<file path="src/rtl/fp32_add_core_if.sv">
// Operand and result channels of the fp32 adder: operands a and b are
// offered on separate stb/ack channels, result z on a stb/ack channel.
interface fp32_add_core_if;
  logic [31:0] input_a;
  logic        input_a_stb;
  logic        input_a_ack;
  logic [31:0] input_b;
  logic        input_b_stb;
  logic        input_b_ack;
  logic [31:0] output_z;
  logic        output_z_stb;
  logic        output_z_ack;

  // Driver side: offers operands, consumes the result.
  modport master (
    output input_a, input_a_stb, input_b, input_b_stb, output_z_ack,
    input  input_a_ack, input_b_ack, output_z, output_z_stb
  );

  // Core side: accepts operands, produces the result.
  modport slave (
    input  input_a, input_a_stb, input_b, input_b_stb, output_z_ack,
    output input_a_ack, input_b_ack, output_z, output_z_stb
  );
endinterface

</file>
<file path="src/rtl/fp32_add_core.sv">
// IEEE-754 single-precision adder, round-to-nearest-even, full denormal
// support. Operands arrive one after the other (a, then b); the result is
// held on output_z until acknowledged. Mantissas carry 3 extra low bits
// (guard, round, sticky) through align/add/normalize.
module fp32_add_core #(
  parameter int ALIGN_CLAMP = 27
) (
  input logic              clk,
  input logic              rst,
  fp32_add_core_if.slave   bus
);

  typedef enum logic [3:0] {
    GET_A, GET_B, UNPACK, SPECIAL, ALIGN, ADD_0, ADD_1,
    NORM_1, NORM_2, ROUND, PACK, PUT_Z
  } state_t;

  localparam logic signed [9:0] E_MIN = -10'sd126;
  localparam logic signed [9:0] E_MAX = 10'sd127;
  localparam logic signed [9:0] CLAMP = 10'(ALIGN_CLAMP);
  localparam logic [31:0]       QNAN  = 32'h7FC00000;

  state_t             state_reg, state_next;
  logic               a_ack_reg, a_ack_next;
  logic               b_ack_reg, b_ack_next;
  logic               z_stb_reg, z_stb_next;
  logic [31:0]        z_out_reg, z_out_next;
  logic [31:0]        a_reg, a_next;
  logic [31:0]        b_reg, b_next;
  logic [26:0]        a_m_reg, a_m_next;
  logic [26:0]        b_m_reg, b_m_next;
  logic signed [9:0]  a_e_reg, a_e_next;
  logic signed [9:0]  b_e_reg, b_e_next;
  logic               a_s_reg, a_s_next;
  logic               b_s_reg, b_s_next;
  logic [27:0]        sum_reg, sum_next;
  logic [26:0]        z_m_reg, z_m_next;
  logic signed [9:0]  z_e_reg, z_e_next;
  logic               z_s_reg, z_s_next;
  logic [31:0]        z_reg, z_next;

  // Scratch values used inside the next-state logic.
  logic signed [9:0]  diff;
  logic [9:0]         sh;
  logic [24:0]        inc;

  // Operand classes, taken straight from the captured encodings.
  logic a_nan, a_inf, a_zero, b_nan, b_inf, b_zero;
  assign a_nan  = (a_reg[30:23] == 8'hFF) && (a_reg[22:0] != 23'd0);
  assign a_inf  = (a_reg[30:23] == 8'hFF) && (a_reg[22:0] == 23'd0);
  assign a_zero = (a_reg[30:0] == 31'd0);
  assign b_nan  = (b_reg[30:23] == 8'hFF) && (b_reg[22:0] != 23'd0);
  assign b_inf  = (b_reg[30:23] == 8'hFF) && (b_reg[22:0] == 23'd0);
  assign b_zero = (b_reg[30:0] == 31'd0);

  assign bus.input_a_ack  = a_ack_reg;
  assign bus.input_b_ack  = b_ack_reg;
  assign bus.output_z     = z_out_reg;
  assign bus.output_z_stb = z_stb_reg;

  // Right shift by up to ALIGN_CLAMP; everything shifted past the sticky
  // position is OR-ed into the sticky bit.
  function automatic logic [26:0] align_shift(input logic [26:0] m, input logic [9:0] amt);
    logic [26+ALIGN_CLAMP:0] wide;
    wide = {m, {ALIGN_CLAMP{1'b0}}} >> amt;
    return {wide[26+ALIGN_CLAMP:ALIGN_CLAMP+1],
            wide[ALIGN_CLAMP] | (|wide[ALIGN_CLAMP-1:0])};
  endfunction

  // Next-state and datapath update for every state; defaults hold all registers.
  always_comb begin
    state_next = state_reg;
    a_ack_next = a_ack_reg;
    b_ack_next = b_ack_reg;
    z_stb_next = z_stb_reg;
    z_out_next = z_out_reg;
    a_next     = a_reg;
    b_next     = b_reg;
    a_m_next   = a_m_reg;
    b_m_next   = b_m_reg;
    a_e_next   = a_e_reg;
    b_e_next   = b_e_reg;
    a_s_next   = a_s_reg;
    b_s_next   = b_s_reg;
    sum_next   = sum_reg;
    z_m_next   = z_m_reg;
    z_e_next   = z_e_reg;
    z_s_next   = z_s_reg;
    z_next     = z_reg;
    diff       = '0;
    sh         = '0;
    inc        = '0;

    case (state_reg)
      GET_A: begin
        if (!a_ack_reg) begin
          a_ack_next = 1'b1;
        end else if (bus.input_a_stb) begin
          a_next     = bus.input_a;
          a_ack_next = 1'b0;
          state_next = GET_B;
        end
      end

      GET_B: begin
        if (!b_ack_reg) begin
          b_ack_next = 1'b1;
        end else if (bus.input_b_stb) begin
          b_next     = bus.input_b;
          b_ack_next = 1'b0;
          state_next = UNPACK;
        end
      end

      UNPACK: begin
        a_m_next   = {(a_reg[30:23] != 8'd0), a_reg[22:0], 3'b000};
        b_m_next   = {(b_reg[30:23] != 8'd0), b_reg[22:0], 3'b000};
        a_e_next   = (a_reg[30:23] == 8'd0) ? E_MIN : $signed({2'b00, a_reg[30:23]}) - 10'sd127;
        b_e_next   = (b_reg[30:23] == 8'd0) ? E_MIN : $signed({2'b00, b_reg[30:23]}) - 10'sd127;
        a_s_next   = a_reg[31];
        b_s_next   = b_reg[31];
        state_next = SPECIAL;
      end

      SPECIAL: begin
        state_next = PUT_Z;
        if (a_nan || b_nan)                           z_next = QNAN;
        else if (a_inf && b_inf && (a_reg[31] != b_reg[31])) z_next = QNAN;
        else if (a_inf)                               z_next = {a_reg[31], 8'hFF, 23'd0};
        else if (b_inf)                               z_next = {b_reg[31], 8'hFF, 23'd0};
        else if (a_zero && b_zero)                    z_next = {a_reg[31] & b_reg[31], 31'd0};
        else if (a_zero)                              z_next = b_reg;
        else if (b_zero)                              z_next = a_reg;
        else                                          state_next = ALIGN;
      end

      ALIGN: begin
        if (a_e_reg > b_e_reg) begin
          diff     = a_e_reg - b_e_reg;
          sh       = (diff > CLAMP) ? CLAMP : diff;
          b_m_next = align_shift(b_m_reg, sh);
          b_e_next = a_e_reg;
        end else if (b_e_reg > a_e_reg) begin
          diff     = b_e_reg - a_e_reg;
          sh       = (diff > CLAMP) ? CLAMP : diff;
          a_m_next = align_shift(a_m_reg, sh);
          a_e_next = b_e_reg;
        end
        state_next = ADD_0;
      end

      ADD_0: begin
        z_e_next = a_e_reg;
        if (a_s_reg == b_s_reg) begin
          sum_next = {1'b0, a_m_reg} + {1'b0, b_m_reg};
          z_s_next = a_s_reg;
        end else if (a_m_reg > b_m_reg) begin
          sum_next = {1'b0, a_m_reg} - {1'b0, b_m_reg};
          z_s_next = a_s_reg;
        end else if (b_m_reg > a_m_reg) begin
          sum_next = {1'b0, b_m_reg} - {1'b0, a_m_reg};
          z_s_next = b_s_reg;
        end else begin
          // Exact cancellation always yields +0.
          sum_next = '0;
          z_s_next = 1'b0;
        end
        state_next = ADD_1;
      end

      ADD_1: begin
        if (sum_reg[27]) begin
          z_m_next = {sum_reg[27:2], sum_reg[1] | sum_reg[0]};
          z_e_next = z_e_reg + 10'sd1;
        end else begin
          z_m_next = sum_reg[26:0];
        end
        state_next = NORM_1;
      end

      NORM_1: begin
        // Sticky is kept on the left shift so round|sticky still reflects
        // the discarded tail after a single post-subtraction shift.
        if (!z_m_reg[26] && (z_e_reg > E_MIN)) begin
          z_m_next = {z_m_reg[25:0], z_m_reg[0]};
          z_e_next = z_e_reg - 10'sd1;
        end else begin
          state_next = NORM_2;
        end
      end

      NORM_2: begin
        if (z_e_reg < E_MIN) begin
          z_m_next = {1'b0, z_m_reg[26:2], z_m_reg[1] | z_m_reg[0]};
          z_e_next = z_e_reg + 10'sd1;
        end else begin
          state_next = ROUND;
        end
      end

      ROUND: begin
        if (z_m_reg[2] && (z_m_reg[1] || z_m_reg[0] || z_m_reg[3])) begin
          inc = {1'b0, z_m_reg[26:3]} + 25'd1;
          if (inc[24]) begin
            z_m_next[26:3] = 24'h800000;
            z_e_next       = z_e_reg + 10'sd1;
          end else begin
            z_m_next[26:3] = inc[23:0];
          end
        end
        state_next = PACK;
      end

      PACK: begin
        if (z_e_reg > E_MAX)
          z_next = {z_s_reg, 8'hFF, 23'd0};
        else if ((z_e_reg == E_MIN) && !z_m_reg[26])
          z_next = {z_s_reg, 8'h00, z_m_reg[25:3]};
        else
          z_next = {z_s_reg, z_e_reg[7:0] + 8'd127, z_m_reg[25:3]};
        state_next = PUT_Z;
      end

      PUT_Z: begin
        if (!z_stb_reg) begin
          z_stb_next = 1'b1;
          z_out_next = z_reg;
        end else if (bus.output_z_ack) begin
          z_stb_next = 1'b0;
          state_next = GET_A;
        end
      end

      default: state_next = GET_A;
    endcase
  end

  // State and datapath registers; reset abandons any in-flight add.
  always_ff @(posedge clk) begin
    if (rst) begin
      state_reg <= GET_A;
      a_ack_reg <= 1'b0;
      b_ack_reg <= 1'b0;
      z_stb_reg <= 1'b0;
      z_out_reg <= '0;
      a_reg     <= '0;
      b_reg     <= '0;
      a_m_reg   <= '0;
      b_m_reg   <= '0;
      a_e_reg   <= '0;
      b_e_reg   <= '0;
      a_s_reg   <= 1'b0;
      b_s_reg   <= 1'b0;
      sum_reg   <= '0;
      z_m_reg   <= '0;
      z_e_reg   <= '0;
      z_s_reg   <= 1'b0;
      z_reg     <= '0;
    end else begin
      state_reg <= state_next;
      a_ack_reg <= a_ack_next;
      b_ack_reg <= b_ack_next;
      z_stb_reg <= z_stb_next;
      z_out_reg <= z_out_next;
      a_reg     <= a_next;
      b_reg     <= b_next;
      a_m_reg   <= a_m_next;
      b_m_reg   <= b_m_next;
      a_e_reg   <= a_e_next;
      b_e_reg   <= b_e_next;
      a_s_reg   <= a_s_next;
      b_s_reg   <= b_s_next;
      sum_reg   <= sum_next;
      z_m_reg   <= z_m_next;
      z_e_reg   <= z_e_next;
      z_s_reg   <= z_s_next;
      z_reg     <= z_next;
    end
  end

endmodule

</file>
<file path="src/flat_wrapper.sv">
// flat-port wrapper written by rule: the top's interface ports become plain ports
module fp32_add_core_flat 
#(
  parameter int ALIGN_CLAMP = 27
)
  (clk, rst, bus_input_a, bus_input_a_stb, bus_input_b, bus_input_b_stb, bus_output_z_ack, bus_input_a_ack, bus_input_b_ack, bus_output_z, bus_output_z_stb);
  fp32_add_core_if bus_i ();
  input logic clk;
  input logic rst;
  input wire logic [$bits(bus_i.input_a)-1:0] bus_input_a;
  input wire logic [$bits(bus_i.input_a_stb)-1:0] bus_input_a_stb;
  input wire logic [$bits(bus_i.input_b)-1:0] bus_input_b;
  input wire logic [$bits(bus_i.input_b_stb)-1:0] bus_input_b_stb;
  input wire logic [$bits(bus_i.output_z_ack)-1:0] bus_output_z_ack;
  output wire logic [$bits(bus_i.input_a_ack)-1:0] bus_input_a_ack;
  output wire logic [$bits(bus_i.input_b_ack)-1:0] bus_input_b_ack;
  output wire logic [$bits(bus_i.output_z)-1:0] bus_output_z;
  output wire logic [$bits(bus_i.output_z_stb)-1:0] bus_output_z_stb;
  assign bus_i.input_a = bus_input_a;
  assign bus_i.input_a_stb = bus_input_a_stb;
  assign bus_i.input_b = bus_input_b;
  assign bus_i.input_b_stb = bus_input_b_stb;
  assign bus_i.output_z_ack = bus_output_z_ack;
  assign bus_input_a_ack = bus_i.input_a_ack;
  assign bus_input_b_ack = bus_i.input_b_ack;
  assign bus_output_z = bus_i.output_z;
  assign bus_output_z_stb = bus_i.output_z_stb;
  fp32_add_core #(.ALIGN_CLAMP(ALIGN_CLAMP)) u_core (.clk(clk), .rst(rst), .bus(bus_i));
endmodule
</file>
<file path="config.mk">
export PLATFORM = sky130hd
export DESIGN_NAME = fp32_add_core_flat
export DESIGN_NICKNAME = d
export VERILOG_FILES = /design/src/rtl/fp32_add_core_if.sv /design/src/rtl/fp32_add_core.sv /design/src/flat_wrapper.sv
export SDC_FILE = /design/constraint.sdc
export NUM_CORES = 1
export LEC_CHECK = 0
export CAP_MARGIN = 0
export CORE_MARGIN = 5
export CORE_UTILIZATION = 35
export CTS_CLUSTER_SIZE = 16
export DETAILED_ROUTE_END_ITERATION = 8
export PLACE_DENSITY = 0.61
export SETUP_SLACK_MARGIN = 0.2
export SLEW_MARGIN = 15
export SYNTH_ARGS = -nofsm -noshare
export SYNTH_HDL_FRONTEND = slang
export SYNTH_SLANG_ARGS = --single-unit
</file>
<file path="constraint.sdc">
create_clock -name clk -period 4.5 [get_ports clk]
set_clock_uncertainty 0.15 [all_clocks]
set_input_delay 0.9 -clock clk [delete_from_list [all_inputs] [get_ports clk]]
set_output_delay 0.9 -clock clk [all_outputs]
set_load 0.03 [all_outputs]
</file>
==> impl_metrics.tcl <==
set metrics [dict create \
    antenna_found_initial 1 \
    nNetsFinal 3546 \
    synth_area_leaders "dfxtp_1 25%, a21oi_1 7.6%, nand2_1 6.7%" \
    h-tree-depth 2 \
    worstSetupPathType "reg -> reg" \
    min_path_type "reg -> reg" \
    cp.required_ns 4.78 \
    end_kind "register" \
    tns_ns 0 \
    worstPathMaxFanout 6 \
    max_freq_ghz 0.2325 \
    clk_pin_slew_worst_paths_ns 0.07 \
    ys_dominant_reg_cell "dfxtp_1" \
    synth-seq-cells 277 \
    place_congestion 1.032 \
    syn_area_um2 22400 \
    tightest_slew_ns 1.250 \
    grt_max_degree 227 \
    port_buffers 103 \
    synth.distinct_cells 109 \
    dieWidth_um 263.0 \
    startpoint_type "register" \
    maxCapViolCount 0 \
    reg2regPathDepth 19 \
    coreArea_um2 63200 \
    synth_largest_area_cell "dfxtp_1" \
    wl_per_cell_um 23.31 \
    report.final.slew_viol_count 0 \
    start_util 0.3544 \
    worstPathArrival_ns 4.58 \
    netlist.area_leader.share 0.2476 \
    fin_crit_sh 0.9559 \
    drive_above_1_share 0.1859 \
    rsz0062_at_grt "yes" \
    dr.pass1.iters 7 \
    n_antenna_cell 0 \
    grt_pass1_vias 23080 \
    place_hpwl_mm 75.81 \
    ant_nets 0 \
    min_path_cells 2 \
    final_area_um2 28540 \
    cts_tree "yes" \
    clk_latency_ns 0.57 \
    drc_errors 0 \
    min_period_ns 4.302 \
    avgSynthCellArea_um2 7.272 \
    die_area_um2 69150 \
    seq_area_frac_synth 0.2476 \
    cts_made_buffers 36 \
    dpl_cell_area_um2 26010 \
    clock_path_buffers 3 \
    clock-root-buffer "clkbuf_16" \
    num_io_pins 104 \
    drt_iter0_drc 2854 \
    finalHoldViolations 0 \
    final-setup-viol-count 0 \
    areaGrowthSynthToFinish_pct 27.42 \
    yosysMostFrequentCell "nand2_1" \
    syn_nets 3272 \
    routed_wl_mm 98.48 \
    grt_pass1_wl_mm 145.0 \
    cts.sinks 277 \
    yosysWarnings 0 \
    synth_cells 3080 \
    synth_common_cells "401 x nand2_1, 340 x a21oi_1, 283 x nor2_1, 277 x dfxtp_1, 176 x clkbuf_1" \
    synth-edff-count 0 \
    dieHeight_um 263.0 \
    num_rows 92 \
    grt_overflow 0 \
    async_flop_share 0 \
    grt_use_total 0.2643 \
    vias 25400 \
    run_status "completed" \
    slew_headroom 0.1669 \
    via_per_inst 6.013 \
]
-- worst max-delay path, cell delays in order (launching register included) --
cell and delay (ns):
dfxtp_2 0.33, inv_2 0.08, ha_4 0.15, inv_4 0.03
fa_2 0.37, a211o_4 0.38, and2_4 0.16, a211oi_4 0.30
buf_4 0.17, o221a_4 0.25, nand2_4 0.08, buf_4 0.15
a311oi_2 0.22, buf_4 0.20, nor2_1 0.04, or3_4 0.37
a2111o_1 0.38, nor3_2 0.12, o21a_1 0.14, o32ai_1 0.07
-- cells in the final DEF (no fill, tap or decap), types with 22 or more instances in the layout --
cell type        netlist  final
a211oi_1             132    120
a221o_1               23     23
dfxtp_1              277    273
nor2_1               283    275
a21oi_1              340    332
nor3_1               105     95
a31oi_1               27     25
a22oi_1               32     32
a221oi_1              59     52
mux2i_1               82     69
o21bai_1              35     34
o21ai_0              142    130
nand3_1               77     75
nor4_1                36     28
ha_1                 117    109
inv_1                134    131
clkdlybuf4s50_1        0    102
o211ai_1              22     22
xnor2_1               41     40
o22ai_1               28     23
a21o_1                31     30
buf_4                  8    329
clkbuf_16              0     36
nand4_1               29     29
nand2_1              401    393
-- routing by layer --
metal / share of wire / wire length [um] / GRT usage
met3: 0.088 / 8675 / 0.05112
met2: 0.44 / 43140 / 0.4061
met5: 0.000091 / 9 / 0
met1: 0.42 / 41610 / 0.3642
met4: 0.051 / 5040 / 0.1085
-- what timing repair did --
| item | in CTS | in global routing |
|---|---|---|
| pin swaps | 10 | 61 |
| gates cloned | 0 | 1 |
| setup endpoints to repair | 29 | 72 |
| resized for setup | 23 | 186 |
| setup buffers | 3 | 45 |
| hold buffers | 0 | 0 |
-- area by class of cell --
| type | count | area (um2) |
|---|---|---|
| clock buffer | 43 | 947.2 |
| clock inverter | 19 | 277.8 |
| fill | 6468 | 34660 |
| inverter | 136 | 513.0 |
| multi-input combinational | 2440 | 16250 |
| sequential | 277 | 5550 |
| tap | 846 | 1059 |
| timing repair buffer | 463 | 3946 |
-- per-stage QoR --
step           hold slack (ns)  setup slack, ns  utilization  cells
4_1_cts                 0.3045           0.1502       0.4328   4178
6_report                0.2999           0.1984       0.4516   4224
3_3_place_gp            0.2894          0.01931       0.4116   4113
2_1_floorplan           0.2788           0.4370            -   3080
5_1_grt                 0.3235          0.04800       0.4516   4224
3_5_place_dp            0.2964          0.04003       0.4116   4113
-- cells by family (layout without fill, tap and decap cells) --
| family | after synthesis | after routing | synth area share |
|---|---|---|---|
| and+or+nand+nor | 1081 | 1081 | 0.2214 |
| buffers and inverters | 363 | 661 | 0.06598 |
| muxes | 96 | 96 | 0.04369 |
| xor gates and xnor gates | 63 | 63 | 0.02531 |
| DFF | 277 | 277 | 0.2476 |
| AOI/OAI and AO/OA | 1077 | 1077 | 0.3253 |
| adders and majority gates | 123 | 123 | 0.07073 |
-- worst paths after layout --
kind,endpoint,slack [ns],from
setup / recovery,u_core.b_m_reg[0],0.20,u_core.a_e_reg[0]
hold reg to reg,u_core.bus.output_z[23],0.30,u_core.z_reg[23]
setup reg to reg,u_core.b_m_reg[0],0.20,u_core.a_e_reg[0]
hold / removal,u_core.bus.output_z[23],0.30,u_core.z_reg[23]
Power is not shown: default switching activity piles up to over one toggle a cycle in this logic, so the estimate is an artifact.
